==> src/rtl/adder_arb_pkg.sv <==
// adder_arb_pkg: shared FSM state type and default sizing for adder_arbiter.
// Holds arb_state_e and the ARB_SIZE_DEF / ARB_NREQ_DEF defaults.
package adder_arb_pkg;

  typedef enum logic [1:0] {
    IDLE,
    EXEC,
    RESP
  } arb_state_e;

  localparam int ARB_SIZE_DEF = 8;
  localparam int ARB_NREQ_DEF = 4;

endpackage

==> src/rtl/rr_arbiter.sv <==
// rr_arbiter: one-hot grant plus encoded index, search starts at ptr.
// Ports: req, ptr, en in; gnt, idx out. ADDER_ARB_FIXED_PRIO_EN: lowest wins.
module rr_arbiter #(
  parameter  int NREQ = 4,
  localparam int IDW  = $clog2(NREQ)
) (
  input  logic [NREQ-1:0] req,
`ifndef ADDER_ARB_FIXED_PRIO_EN
  input  logic [IDW-1:0]  ptr,
`endif
  input  logic            en,
  output logic [NREQ-1:0] gnt,
  output logic [IDW-1:0]  idx
);

  logic           found;
  logic [IDW-1:0] j;
  int             s;

  always_comb begin
    gnt   = '0;
    idx   = '0;
    found = 1'b0;
    j     = '0;
    s     = 0;
    for (int i = 0; i < NREQ; i++) begin
`ifdef ADDER_ARB_FIXED_PRIO_EN
      s = i;
`else
      // Rotate the search origin; wrap explicitly so
      // non-power-of-two NREQ never indexes past the end.
      s = int'(ptr) + i;
      if (s >= NREQ) s = s - NREQ;
`endif
      j = IDW'(s);
      if (en && !found && req[j]) begin
        found  = 1'b1;
        gnt[j] = 1'b1;
        idx    = j;
      end
    end
  end

endmodule

==> src/rtl/signed_adder.sv <==
// signed_adder: two's-complement add with one guard bit and overflow flag.
// Ports: a, b (SIZE) in; result (SIZE+1) full sum; overflow on SIZE-bit wrap.
module signed_adder #(
  parameter int SIZE = 8
) (
  input  logic [SIZE-1:0] a,
  input  logic [SIZE-1:0] b,
  output logic [SIZE:0]   result,
  output logic            overflow
);

  assign result = {a[SIZE-1], a} + {b[SIZE-1], b};

  // A SIZE-bit result would wrap when both operand signs agree
  // but the truncated sum's sign differs from them.
  assign overflow = (a[SIZE-1] == b[SIZE-1]) &&
                    (result[SIZE-1] != a[SIZE-1]);

endmodule

==> src/rtl/adder_arbiter.sv <==
// adder_arbiter: shares one signed_adder among NREQ valid/ready requesters.
// Ports: req_valid/ready/a/b in; rsp_valid/ready/id/result/overflow, busy out.
// ADDER_ARB_FIXED_PRIO_EN selects fixed priority instead of round-robin.
module adder_arbiter
  import adder_arb_pkg::*;
#(
  parameter  int SIZE = ARB_SIZE_DEF,
  parameter  int NREQ = ARB_NREQ_DEF,
  localparam int IDW  = $clog2(NREQ)
) (
  input  logic               clk,
  input  logic               rst_n,
  input  logic [NREQ-1:0]    req_valid,
  output logic [NREQ-1:0]    req_ready,
  input  logic [NREQ*SIZE-1:0] req_a,
  input  logic [NREQ*SIZE-1:0] req_b,
  output logic               rsp_valid,
  input  logic               rsp_ready,
  output logic [IDW-1:0]     rsp_id,
  output logic [SIZE:0]      rsp_result,
  output logic               rsp_overflow,
  output logic               busy
);

  arb_state_e      state;
  logic [SIZE-1:0] op_a;
  logic [SIZE-1:0] op_b;
  logic [IDW-1:0]  id_q;
  logic [IDW-1:0]  gnt_idx;
  logic [NREQ-1:0] gnt;
  logic [SIZE:0]   sum;
  logic            ovf;
  logic            arb_en;

`ifndef ADDER_ARB_FIXED_PRIO_EN
  logic [IDW-1:0]  rr_ptr;
`endif

  // Gated by rst_n so nothing is offered while reset is held.
  assign arb_en    = (state == IDLE) && rst_n;
  assign req_ready = gnt;

  rr_arbiter #(
    .NREQ (NREQ)
  ) u_arb (
    .req (req_valid),
`ifndef ADDER_ARB_FIXED_PRIO_EN
    .ptr (rr_ptr),
`endif
    .en  (arb_en),
    .gnt (gnt),
    .idx (gnt_idx)
  );

  signed_adder #(
    .SIZE (SIZE)
  ) u_add (
    .a        (op_a),
    .b        (op_b),
    .result   (sum),
    .overflow (ovf)
  );

  always_ff @(posedge clk or negedge rst_n) begin
    if (!rst_n) begin
      state        <= IDLE;
      op_a         <= '0;
      op_b         <= '0;
      id_q         <= '0;
      rsp_valid    <= 1'b0;
      rsp_id       <= '0;
      rsp_result   <= '0;
      rsp_overflow <= 1'b0;
      busy         <= 1'b0;
`ifndef ADDER_ARB_FIXED_PRIO_EN
      rr_ptr       <= '0;
`endif
    end else begin
      unique case (state)
        IDLE: begin
          if (|req_valid) begin
            op_a  <= req_a[gnt_idx*SIZE +: SIZE];
            op_b  <= req_b[gnt_idx*SIZE +: SIZE];
            id_q  <= gnt_idx;
            busy  <= 1'b1;
            state <= EXEC;
          end
        end
        EXEC: begin
          rsp_result   <= sum;
          rsp_overflow <= ovf;
          rsp_id       <= id_q;
          rsp_valid    <= 1'b1;
          state        <= RESP;
        end
        RESP: begin
          if (rsp_ready) begin
            rsp_valid <= 1'b0;
            busy      <= 1'b0;
            state     <= IDLE;
`ifndef ADDER_ARB_FIXED_PRIO_EN
            if (id_q == IDW'(NREQ-1)) rr_ptr <= '0;
            else                      rr_ptr <= id_q + 1'b1;
`endif
          end
        end
        default: state <= IDLE;
      endcase
    end
  end

endmodule

==> config.mk <==
export PLATFORM = sky130hd
export DESIGN_NAME = adder_arbiter
export DESIGN_NICKNAME = d
export VERILOG_FILES = /design/src/rtl/adder_arb_pkg.sv /design/src/rtl/rr_arbiter.sv /design/src/rtl/signed_adder.sv /design/src/rtl/adder_arbiter.sv
export SDC_FILE = /design/constraint.sdc
export NUM_CORES = 1
export LEC_CHECK = 0
export ABC_AREA = 1
export CORE_ASPECT_RATIO = 1.25
export CORE_MARGIN = 4
export CORE_UTILIZATION = 25
export CTS_CLUSTER_DIAMETER = 50
export DETAILED_ROUTE_END_ITERATION = 10
export GPL_TIMING_DRIVEN = 0
export PLACE_DENSITY = 0.55
export SLEW_MARGIN = 20
export SYNTH_ARGS = -nofsm -noshare
export SYNTH_HDL_FRONTEND = slang
export SYNTH_SLANG_ARGS = --single-unit
export TNS_END_PERCENT = 10
==> constraint.sdc <==
create_clock -name clk -period 2.1 [get_ports clk]
set_input_delay 0.42 -clock clk [delete_from_list [all_inputs] [get_ports clk]]
set_output_delay 0.42 -clock clk [all_outputs]
set_load 0.005 [all_outputs]
Yosys cells after proc, flatten, opt, wreduce, memory -nomap -nowiden

Cells that the tools add are included.

Flip-flop bits (word level): 36
Bits of input ports: 71
Output and inout port bits: 18

$add $sub $neg: 9
$lt $le $gt $ge: 12
Equality and inequality tests: 7
Shifts and indexed selects: 2
Mux-type cells: 39
Bitwise operators: 3
Reduce and logical (&&, ||, !) cells: 25

Operator list:

| kind                  | number |
|---|---|
| $shiftx A32 B6 Y8     | 2 |
| $mux W2               | 11 |
| $mux W4               | 4 |
| $logic_and A1 B1 Y1   | 13 |
| $mux W1               | 13 |
| $lt A2 B3 Y1 const B  | 4 |
| $or A4 B4 Y4          | 3 |
| $add A8 B8 Y9         | 1 |
| $ge A3 B3 Y1 const B  | 3 |
| $bmux W1 S2           | 4 |
| $demux W1 S2          | 4 |
| $ge A2 B1 Y1 const B  | 4 |
| $reduce_and A2 Y1     | 4 |
| $sub A2 B1 Y2 const B | 4 |
| $add A2 B2 Y3 const B | 2 |
| $pmux W2 S3           | 1 |
| $eq A2 B2 Y1 const B  | 2 |
| $pmux W1 S2           | 2 |
| $reduce_bool A2 Y1    | 2 |
| $reduce_or A4 Y1      | 1 |
| $add A2 B1 Y3 const B | 1 |
| $ge A2 B3 Y1 const B  | 1 |
| $logic_not A1 Y1      | 3 |
| $reduce_and A3 Y1     | 1 |
| 7 further kinds       | 7 |

Logic depth before layout (Yosys ltp)

Gate-level depths: netlist of run 1.

Depth in word-level cells: 19
Gate-level depth with buffers: 17
Depth with buffers taken out: 16

By module

From an unflattened synthesis of run 1, not the netlist that was laid out.

Cells, all modules: 488
Area, all modules: 3,057.9 µm²

By module, submodules not included:

| module        | times used | cells an instance | area each (µm²) | sequential area each (µm²) |
|---|---|---|---|---|
| adder_arbiter | 1          | 346               | 2,179.6         | 900.9 |
| rr_arbiter    | 1          | 82                | 505.5           | 0.0 |
| signed_adder  | 1          | 60                | 372.9           | 0.0 |

Least setup slack after synthesis of run 1

No wires, ideal clock.

Kind: register -> register
Start: reg rr_ptr[0]
End: reg op_a[0]
Arrival time: 2.065 ns
Required time: 1.976 ns
Path slack: -0.089 ns
Stages on the path, launching flop included: 15
Period minus slack after synthesis: 2.189 ns
Path through: dfrtp_1 > inv_2 > ha_1 > inv_1 > nand3_1 > nand2_1 > nand3_2 > nor2_4 > nor2_1 > nand2_2 > nand2_2 > buf_2 > or2_0 > nand3_1 > nand3_1

Word-level cells in the longest chain between the ends: 19
Elaborated cells between the ends (all ways): 41
Those cells by class: add/sub: 7; order compare: 4; shift: 1; mux: 19; reduce/logical: 10

RTL lines:

| what                                          | RTL line             | RTL |
|---|---|---|
| from (decl)                                   | adder_arbiter.sv:36  | `logic [IDW-1:0] rr_ptr;` |
| from (signal assigned)                        | adder_arbiter.sv:103 | `else rr_ptr <= id_q + 1'b1;` |
| $ge A2 B3 Y1 or $sub A2 B1 Y2 (tied branches) | rr_arbiter.sv:33     | `if (s >= NREQ) s = s - NREQ;` |
| $mux W2                                       | rr_arbiter.sv:33     |  |
| $bmux W1 S2                                   | rr_arbiter.sv:36     | `if (en && !found && req[j]) begin` |
| $mux W1 (not written as such)                 | rr_arbiter.sv:36     |  |
| $logic_and A1 B1 Y1                           | rr_arbiter.sv:36     |  |
| $mux W1                                       | rr_arbiter.sv:36     |  |
| $logic_not A1 Y1                              | rr_arbiter.sv:36     |  |
| $logic_and A1 B1 Y1 (2 in a row)              | rr_arbiter.sv:36     |  |
| $mux W1                                       | rr_arbiter.sv:36     |  |
| $logic_not A1 Y1                              | rr_arbiter.sv:36     |  |
| $logic_and A1 B1 Y1 (2 in a row)              | rr_arbiter.sv:36     |  |
| $mux W1                                       | rr_arbiter.sv:36     |  |
| $logic_not A1 Y1                              | rr_arbiter.sv:36     |  |
| $logic_and A1 B1 Y1 (2 in a row)              | rr_arbiter.sv:36     |  |
| $mux W2 (*)                                   | rr_arbiter.sv:36     |  |
| $shiftx A32 B6 Y8 (*)                         | adder_arbiter.sv:82  | `op_a <= req_a[gnt_idx*SIZE +: SIZE];` |
| to (signal assigned)                          | adder_arbiter.sv:82  |  |
| to (decl)                                     | adder_arbiter.sv:26  | `logic [SIZE-1:0] op_a;` |

Mark *: on every way between the ends. The rest lies on a longest branch, timed or not. The select of a mux whose other input is x is not followed.
A chain may end at the register's enable or synchronous reset.

Final worst setup path of run 1

Start: reg rr_ptr[0]
End: out req_ready[2]

Word-level cells in the longest chain between the ends: 18
Elaborated cells between the ends (all ways): 63
Those cells by class: add/sub: 7; order compare: 12; mux: 27; bitwise: 3; reduce/logical: 14

RTL lines:

| what                                                                   | RTL line            | RTL |
|---|---|---|
| parallel branches: the longest is 17 deep, another holds $add A2 B1 Y3 | n/a                 |  |
| $mux W4 (*)                                                            | rr_arbiter.sv:36    |  |
| to (decl)                                                              | adder_arbiter.sv:14 | `output logic [NREQ-1:0] req_ready,` |

Mark *: on every way between the ends. The select of a mux whose other input is x is not followed.

==> results of run 1 <==
[path summary, 6_finish.rpt]
kind / start / endpoint / cells past startpoint / slack (ns)
worst min-delay path: rst_n / op_a[2] / 2 / 0.04
max in group asynchronous: rst_n / rr_ptr[0] / 2 / 0.79
min in group clk: rsp_result[0] / rsp_result[0] / 2 / 0.47
worst min register to register: rsp_result[0] / rsp_result[0] / 2 / 0.47
worst max-delay path: rr_ptr[0] / req_ready[2] / 10 / -0.18
worst max register to register: rr_ptr[0] / op_a[6] / 15 / -0.08
[state kept, by name, indices dropped and copies added (netlist names)]
| signal | count |
|---|---|
| rsp_id | 2 |
| id_q | 2 |
| rr_ptr | 2 |
| rsp_valid | 1 |
| op_b | 8 |
| op_a | 8 |
| state | 2 |
| rsp_result | 9 |
| rsp_overflow | 1 |
| busy | 1 |
[worst max-delay path: stages, from the launching register on]
cell and delay (ns):
dfrtp_2 0.43, inv_4 0.08, ha_4 0.22, inv_4 0.07
nand3_4 0.08, buf_4 0.15, nand3_4 0.10, o22ai_1 0.08
a21oi_1 0.16, o21ai_2 0.08, buf_2 0.13
[cell type report]
| type | count | area (um2) |
|---|---|---|
| Timing Repair Buffer | 106 | 1040 |
| Clock buffer | 7 | 153 |
| Buffer | 13 | 96.3 |
| Multi-Input combinational cell | 293 | 1670 |
| Clock inverter | 1 | 30.0 |
| Inverter | 78 | 303 |
| Sequential cell | 36 | 903 |
| Tap cell | 132 | 165 |
| Fill cell | 1108 | 6310 |
[cells in the mapped netlist, drive strengths merged, types with 3 or more instances]
cell type	instances
nand2	131
inv	78
nand3	71
dfrtp	36
o21ai	22
nor2	17
ha	13
or2	12
buf	10
a21oi	9
o22ai	4
clkbuf	3
xor2	3
[stage by stage]
| stage | cell area [um2] | TNS, ns | hold slack, ns | instances |
|---|---|---|---|---|
| 2_1_floorplan | 2770 | 0 | 0.124 | 420 |
| 3_3_place_gp | 3820 | -46.79 | 0.462 | 640 |
| 3_5_place_dp | 3840 | -12.55 | 0.397 | 641 |
| 4_1_cts | 4180 | -1.29 | 0.0442 | 659 |
| 5_1_grt | 4360 | -4.59 | 0.0468 | 666 |
| 6_report | 4360 | -1.15 | 0.0426 | 666 |
[metal layers]
layer | global-route usage [%] | wire (um)
met1 | 16.1 | 3370
met2 | 23.0 | 4470
met3 | 2.17 | 390
met4 | 3.24 | 95
met5 | 0 | 0
[repair_timing]
item,4_1_cts,5_1_grt
endpoints found under the setup margin,22,22
hold buffers,1,0
buffers inserted,9,7
gates cloned,0,0
hold endpoints to repair,18,0
pin swaps,12,11
gates resized for setup,55,31
[placed cells by master, fill, tap and decap left out, types with 8 or more instances in the layout]
cell type,count
nand2_1,122
clkdlybuf4s50_1,79
inv_1,70
nand3_1,63
dfrtp_1,34
o21ai_0,16
buf_4,13
ha_1,12
nor2_1,11
buf_6,8
or2_0,8
[kinds of logic after synthesis]
| logic type | count (synthesis) | share of synthesized area (%) |
|---|---|---|
| AOI/OAI and AO/OA | 40 | 8.27 |
| and+or+nand+nor | 234 | 37.8 |
| DFF | 36 | 32.7 |
| xor gates and xnor gates | 5 | 1.59 |
| adders and majority gates | 14 | 6.63 |
| buffers and inverters | 91 | 13.0 |
[power groups by stage]
| stage | registers (W) | logic [W] | clock network [W] |
|---|---|---|---|
| floorplan | 0.00126 | 0.00230 | 0 |
| global placement | 0.00130 | 0.00330 | 0 |
| detailed placement | 0.00130 | 0.00335 | 0 |
| CTS | 0.00128 | 0.00367 | 0.000905 |
| global route | 0.00132 | 0.00457 | 0.000940 |
| finish | 0.00127 | 0.00406 | 0.000888 |
==> results by group, run 1 <==
Power and ir drop
  • Reg power frac: 20.4%
  • Pwr dens: 1430 nW/um2
  • Int Power: 0.00347 W
  • Overall power after layout: 0.00622 W
  • P_sw: 0.00275 W
  • Sw Share: 44.3%
  • Max VDD drop: 452 uV
  • Gate power share: 65.3%
  • Clock Power Share: 14.3%
  • Leakage: 2.17 nW

Clocking
  • Worst skew pair latency: 0.28 ns
  • H-tree Lvls: 2
  • CTS Buffer Depth: 2
  • CTS tree: done
  • Clock sink count: 36
  • CTS Buf Count: 5
  • Root buffer cell: clkbuf_16
  • Clock slew seen by the registers of the worst setup and hold paths: 0.05 ns

Setup path
  • Worst endpoint data arrival time: 1.86 ns
  • CP Class: reg2out
  • Worst Path Max Fanout: 5
  • CP startpoint kind: flip-flop
  • WP data required: 1.68 ns
  • Worst Setup End Kind: primary output

Final layout
  • Fin util: 40.9%
  • Final nets: 618
  • Antenna diodes: 0
  • Layout cells sized above 1: 16.7%
  • Area growth syn-to-layout: 58.4%

GRT
  • Vias in the first global route: 2936
  • GRT Residual Overflow: 0
  • Maximum number of pins on one net before global-route repair: 20
  • Initial antenna violation count: 0
  • First-pass GRT wire length: 13700 um
  • Tot GR Track Use: 13.0%

Timing
  • RSZ-0062 raised after global routing: yes
  • Slew Limit Fails: 0
  • Final setup violation count: 18
  • Min setup slack post-route: -0.176 ns
  • Clock Skew: 0.00715 ns
  • Final min period: 2.28 ns
  • Relative slew slack: 48.2%
  • Fmax: 439 MHz
  • Final worst path period share: 108%
  • Fin. Hold Viols: 0
  • Least-Margin Pin Slew: 0.775 ns

Detailed routing
  • Remaining DRCs: 0
  • Violation count after the first detailed-route iteration: 143
  • Avg WL per Cell: 12.5 um
  • 1st-pass router iterations: 4
  • Post-route ant nets: 0
  • Total Wirelength: 8320 um
  • DR vias/cell: 4.45
  • Vias post-DR: 2964

Floorplanning
  • Die Y: 125 um
  • Row cnt: 42
  • Die area: 12800 um2
  • Ports: 89
  • Core ar.: 10700 um2
  • Chip width: 102 um
  • Initial Util: 25.8%

Placement
  • Worst slack at placement: -0.756 ns
  • Port bufs: 88
  • Gpl congestion: 0.812
  • Placed wire-length estimate: 6600 um

Synth
  • Post-synth ARST share: 100%
  • Syn_area_per_cell: 6.56 um2
  • Ranking of synthesized cells by area: dfrtp_1, nand2_1, nand3_1
  • Post-Syn Instances: 420
  • Sequential area share after synthesis: 32.7%
  • Biggest area consumer among synthesized cells: dfrtp_1
  • Yosys reg bits: 36
  • Post-synth EDFFs: 0
  • Synth Flop Type: dfrtp_1
  • Ys Warns: 0
  • Syn nets: 505
  • Top-area cell type share of the netlist area: 32.7%
  • Cell area after synthesis: 2750 um2
  • Synth unique cells: 31

Outcome
  • Failing checks: setup timing
  • Outcome: complete, but fails checks

Run
  • Max-cap violations: 0

Hold path
  • Worst hold path type: in2async
Power figures use the tool's default switching activity.
==> inputs of run 2 (changes only) <==
- GPL_TIMING_DRIVEN: 0 -> default
==> run 2 against run 1 <==
The run still ends with setup timing left. Wire length up 2.0%. Critical path depth unchanged. Clock-buffer cell count is 2 lower. Combinational power increased by 15%. Flip-flop and latch count is the same. Die area stayed put. Clock skew shrank 0.0015 ns. Sequential share of layout area fell by 0.99 points. Power rose by 6.8%. Highest routed layer unchanged.
==> results by group, run 2 (same netlist as run 1, synthesis figures left out) <==
Final layout
  • Commonest non-fill, non-tap cell in the layout: nand2_1
  • Area growth syn-to-layout: 66.1%
  • Final nets: 630 (+1.9%)
  • Antenna diodes: 0 (unchanged)
  • Fin util: 42.9% (+2.0 points)
  • Finished Layout Cells: 678 (+1.8%)
  • Largest register by flop count: rsp_result
  • Number of flip-flops in the largest register: 9 (unchanged)
  • Commonest non-fill, non-tap cells in the layout: nand2_1, clkdlybuf4s50_1, inv_1
  • # fillers: 1078 (-2.7%)
  • Largest registers: rsp_result x9, op_a x8, op_b x8
  • Layout cells sized above 1: 21.6% (+4.9 points)

Floorplanning
  • Row cnt: 42 (unchanged)
  • Core ar.: 10700 um2 (unchanged)
  • Initial Util: 25.8% (unchanged)
  • Chip width: 102 um (unchanged)
  • Ports: 89 (unchanged)
  • Die Y: 125 um (unchanged)
  • Die area: 12800 um2 (unchanged)

Power and ir drop
  • Max VDD drop: 489 uV (+8.3%)
  • Sw Share: 43.5% (-0.74 points)
  • Gate power share: 70.2% (+4.9 points)
  • Leakage: 2.27 nW (+4.7%)
  • Reg power frac: 19.2% (-1.2 points)
  • P_sw: 0.00289 W (+5.0%)
  • Clock Power Share: 10.6% (-3.7 points)
  • Pwr dens: 1450 nW/um2 (+1.8%)
  • Int Power: 0.00375 W (+8.2%)

GRT
  • First-pass GRT wire length: 14000 um (+2.3%)
  • Maximum number of pins on one net before global-route repair: 37 (+85%)
  • Tot GR Track Use: 13.2% (+0.27 points)
  • Vias in the first global route: 3082 (+5.0%)
  • GRT Residual Overflow: 0 (unchanged)
  • Initial antenna violation count: 0 (unchanged)

Detailed routing
  • Remaining DRCs: 0 (unchanged)
  • Vias post-DR: 3042 (+2.6%)
  • Avg WL per Cell: 12.5 um (+0.15%)
  • 1st-pass router iterations: 4 (unchanged)
  • Post-route ant nets: 0 (unchanged)
  • Total Wirelength: 8490 um (+2.0%)
  • Violation count after the first detailed-route iteration: 110 (-23%)
  • DR vias/cell: 4.49 (+0.82%)

Clocking
  • CTS Buffer Depth: 2 (unchanged)
  • Clock slew seen by the registers of the worst setup and hold paths: 0.06 ns (about the same)
  • CTS Hold Bufs: 0 (-1)
  • CTS Buf Count: 5 (unchanged)
  • CTS tree: done
  • Clock sink count: 36 (unchanged)
  • Root buffer cell: clkbuf_16
  • Worst skew pair latency: 0.28 ns (about the same)
  • H-tree Lvls: 2 (unchanged)

Setup path
  • Crit-path cells: inv_4 -> buf_6 -> nand2_2 -> nand3_4 -> buf_4 -> nand3_2 -> o22ai_1 -> a21oi_2 -> o21ai_1 -> buf_2
  • Worst endpoint data arrival time: 1.81 ns (-0.05 ns)
  • WP data required: 1.68 ns (about the same)
  • Worst Path Max Fanout: 6 (+1)
  • Worst Setup End Kind: primary output
  • Worst path slowest cell: dfrtp_2
  • Reg2reg end: op_b[3]
  • R2R depth: 15 (unchanged)
  • CP startpoint kind: flip-flop
  • CP Class: reg2out
  • Worst path max stage delay: 0.43 ns (about the same)
  • Reg-to-reg slack, setup: -0.13 ns (-0.05 ns)
  • Critical R2R Launch: rr_ptr[0]

Timing
  • Least-Margin Pin Slew: 0.547 ns (-0.228 ns)
  • Final min period: 2.23 ns (-0.0467 ns)
  • Min setup slack post-route: -0.129 ns (+0.0467 ns)
  • Fin. Hold Viols: 0 (unchanged)
  • Relative slew slack: 63.5% (+15 points)
  • Setup Total Neg Slack: -1.59 ns (-0.444 ns)
  • Final worst path period share: 106% (-2.2 points)
  • Slew Limit Fails: 0 (unchanged)
  • Clock Skew: 0.00566 ns (-0.00149 ns)
  • Final setup violation count: 20 (+2)
  • Fmax: 449 MHz (+2.1%)
  • RSZ-0062 raised after global routing: yes

Placement
  • Worst slack at placement: -0.567 ns (+0.189 ns)
  • Port bufs: 88 (unchanged)
  • Gpl congestion: 0.813 (about the same)
  • Placed cell count: 651 (+1.6%)
  • Placed wire-length estimate: 6450 um (-2.3%)

Outcome
  • Failing checks: setup timing
  • Outcome: complete, but fails checks

Hold path
  • Worst hold path type: in2async

Run
  • Max-cap violations: 0 (unchanged)
-- run 2: cell types whose count changed in the layout (fill, tap and decap cells not counted), moves of 5 or more --
cell     previous run  this run
nand3_1            63        53
buf_4              13        26
nand3_2             3        12
nand2_2             4        11
nand2_1           122       114
buf_12              1         6
-- run 2: cell type report --
type,instances,area [um2],area share (%)
Inverter,78,298,6.51
Tap cell,132,165,3.61
Clock buffer,5,125,2.74
Multi-Input combinational cell,293,1740,38.0
Clock inverter,3,18.8,0.410
Timing Repair Buffer,131,1330,29.0
Sequential cell,36,902,19.7
-- run 2: how the worst max path moves through the flow --
| stage | startpoint | to | slack (ns) | depth (start not counted) |
|---|---|---|---|---|
| finish | rr_ptr[0] | req_ready[1] | -0.13 | 10 |
| global route | rr_ptr[1] | req_ready[1] | -0.24 | 12 |
| CTS | rr_ptr[0] | req_ready[1] | -0.11 | 12 |
| detailed placement | req_valid[3] | req_ready[1] | -0.57 | 11 |
| global placement | req_valid[3] | req_ready[1] | -0.53 | 11 |
| floorplan | rr_ptr[0] | op_a[0] | 0.08 | 14 |
-- run 2: timing repair --
action	CTS	global route
cloned	1	2
setup buffers	10	6
pin swaps	14	19
endpoints found under the setup margin	21	24
resized for setup	48	44
-- run 2: critical path: cells and delay by family, from the launching register on --
family                 cells  cell delay (ns)
AND/OR/NAND/NOR            3             0.30
AO/OA/AOI/OAI              3             0.37
flip-flops                 1             0.43
buffers and inverters      4             0.42
-- run 2: power groups by stage --
stage	logic [W]	registers (W)	clock network, W
floorplan	0.00230	0.00126	0
global placement	0.00358	0.00128	0
detailed placement	0.00363	0.00128	0
CTS	0.00413	0.00128	0.000720
global route	0.00520	0.00133	0.000759
finish	0.00467	0.00127	0.000702
-- run 2: routing by layer --
| layer | global-route usage, % | vias up | share of wire, % |
|---|---|---|---|
| li1 | - | 1572 | - |
| met1 | 16.7 | 1375 | 42 |
| met2 | 23.4 | 80 | 51 |
| met3 | 1.17 | 15 | 4.0 |
| met4 | 4.48 | 0 | 2.6 |
| met5 | 0 | - | 0 |
-- run 2: metrics by stage --
| stage | instance area [um2] | power (W) | hold WS (ns) |
|---|---|---|---|
| floorplan | 2770 | 0.00356 | 0.124 |
| global placement | 3950 | 0.00486 | 0.463 |
| detailed placement | 3950 | 0.00491 | 0.462 |
| CTS | 4290 | 0.00613 | 0.265 |
| global route | 4570 | 0.00729 | 0.289 |
| finish | 4570 | 0.00664 | 0.231 |
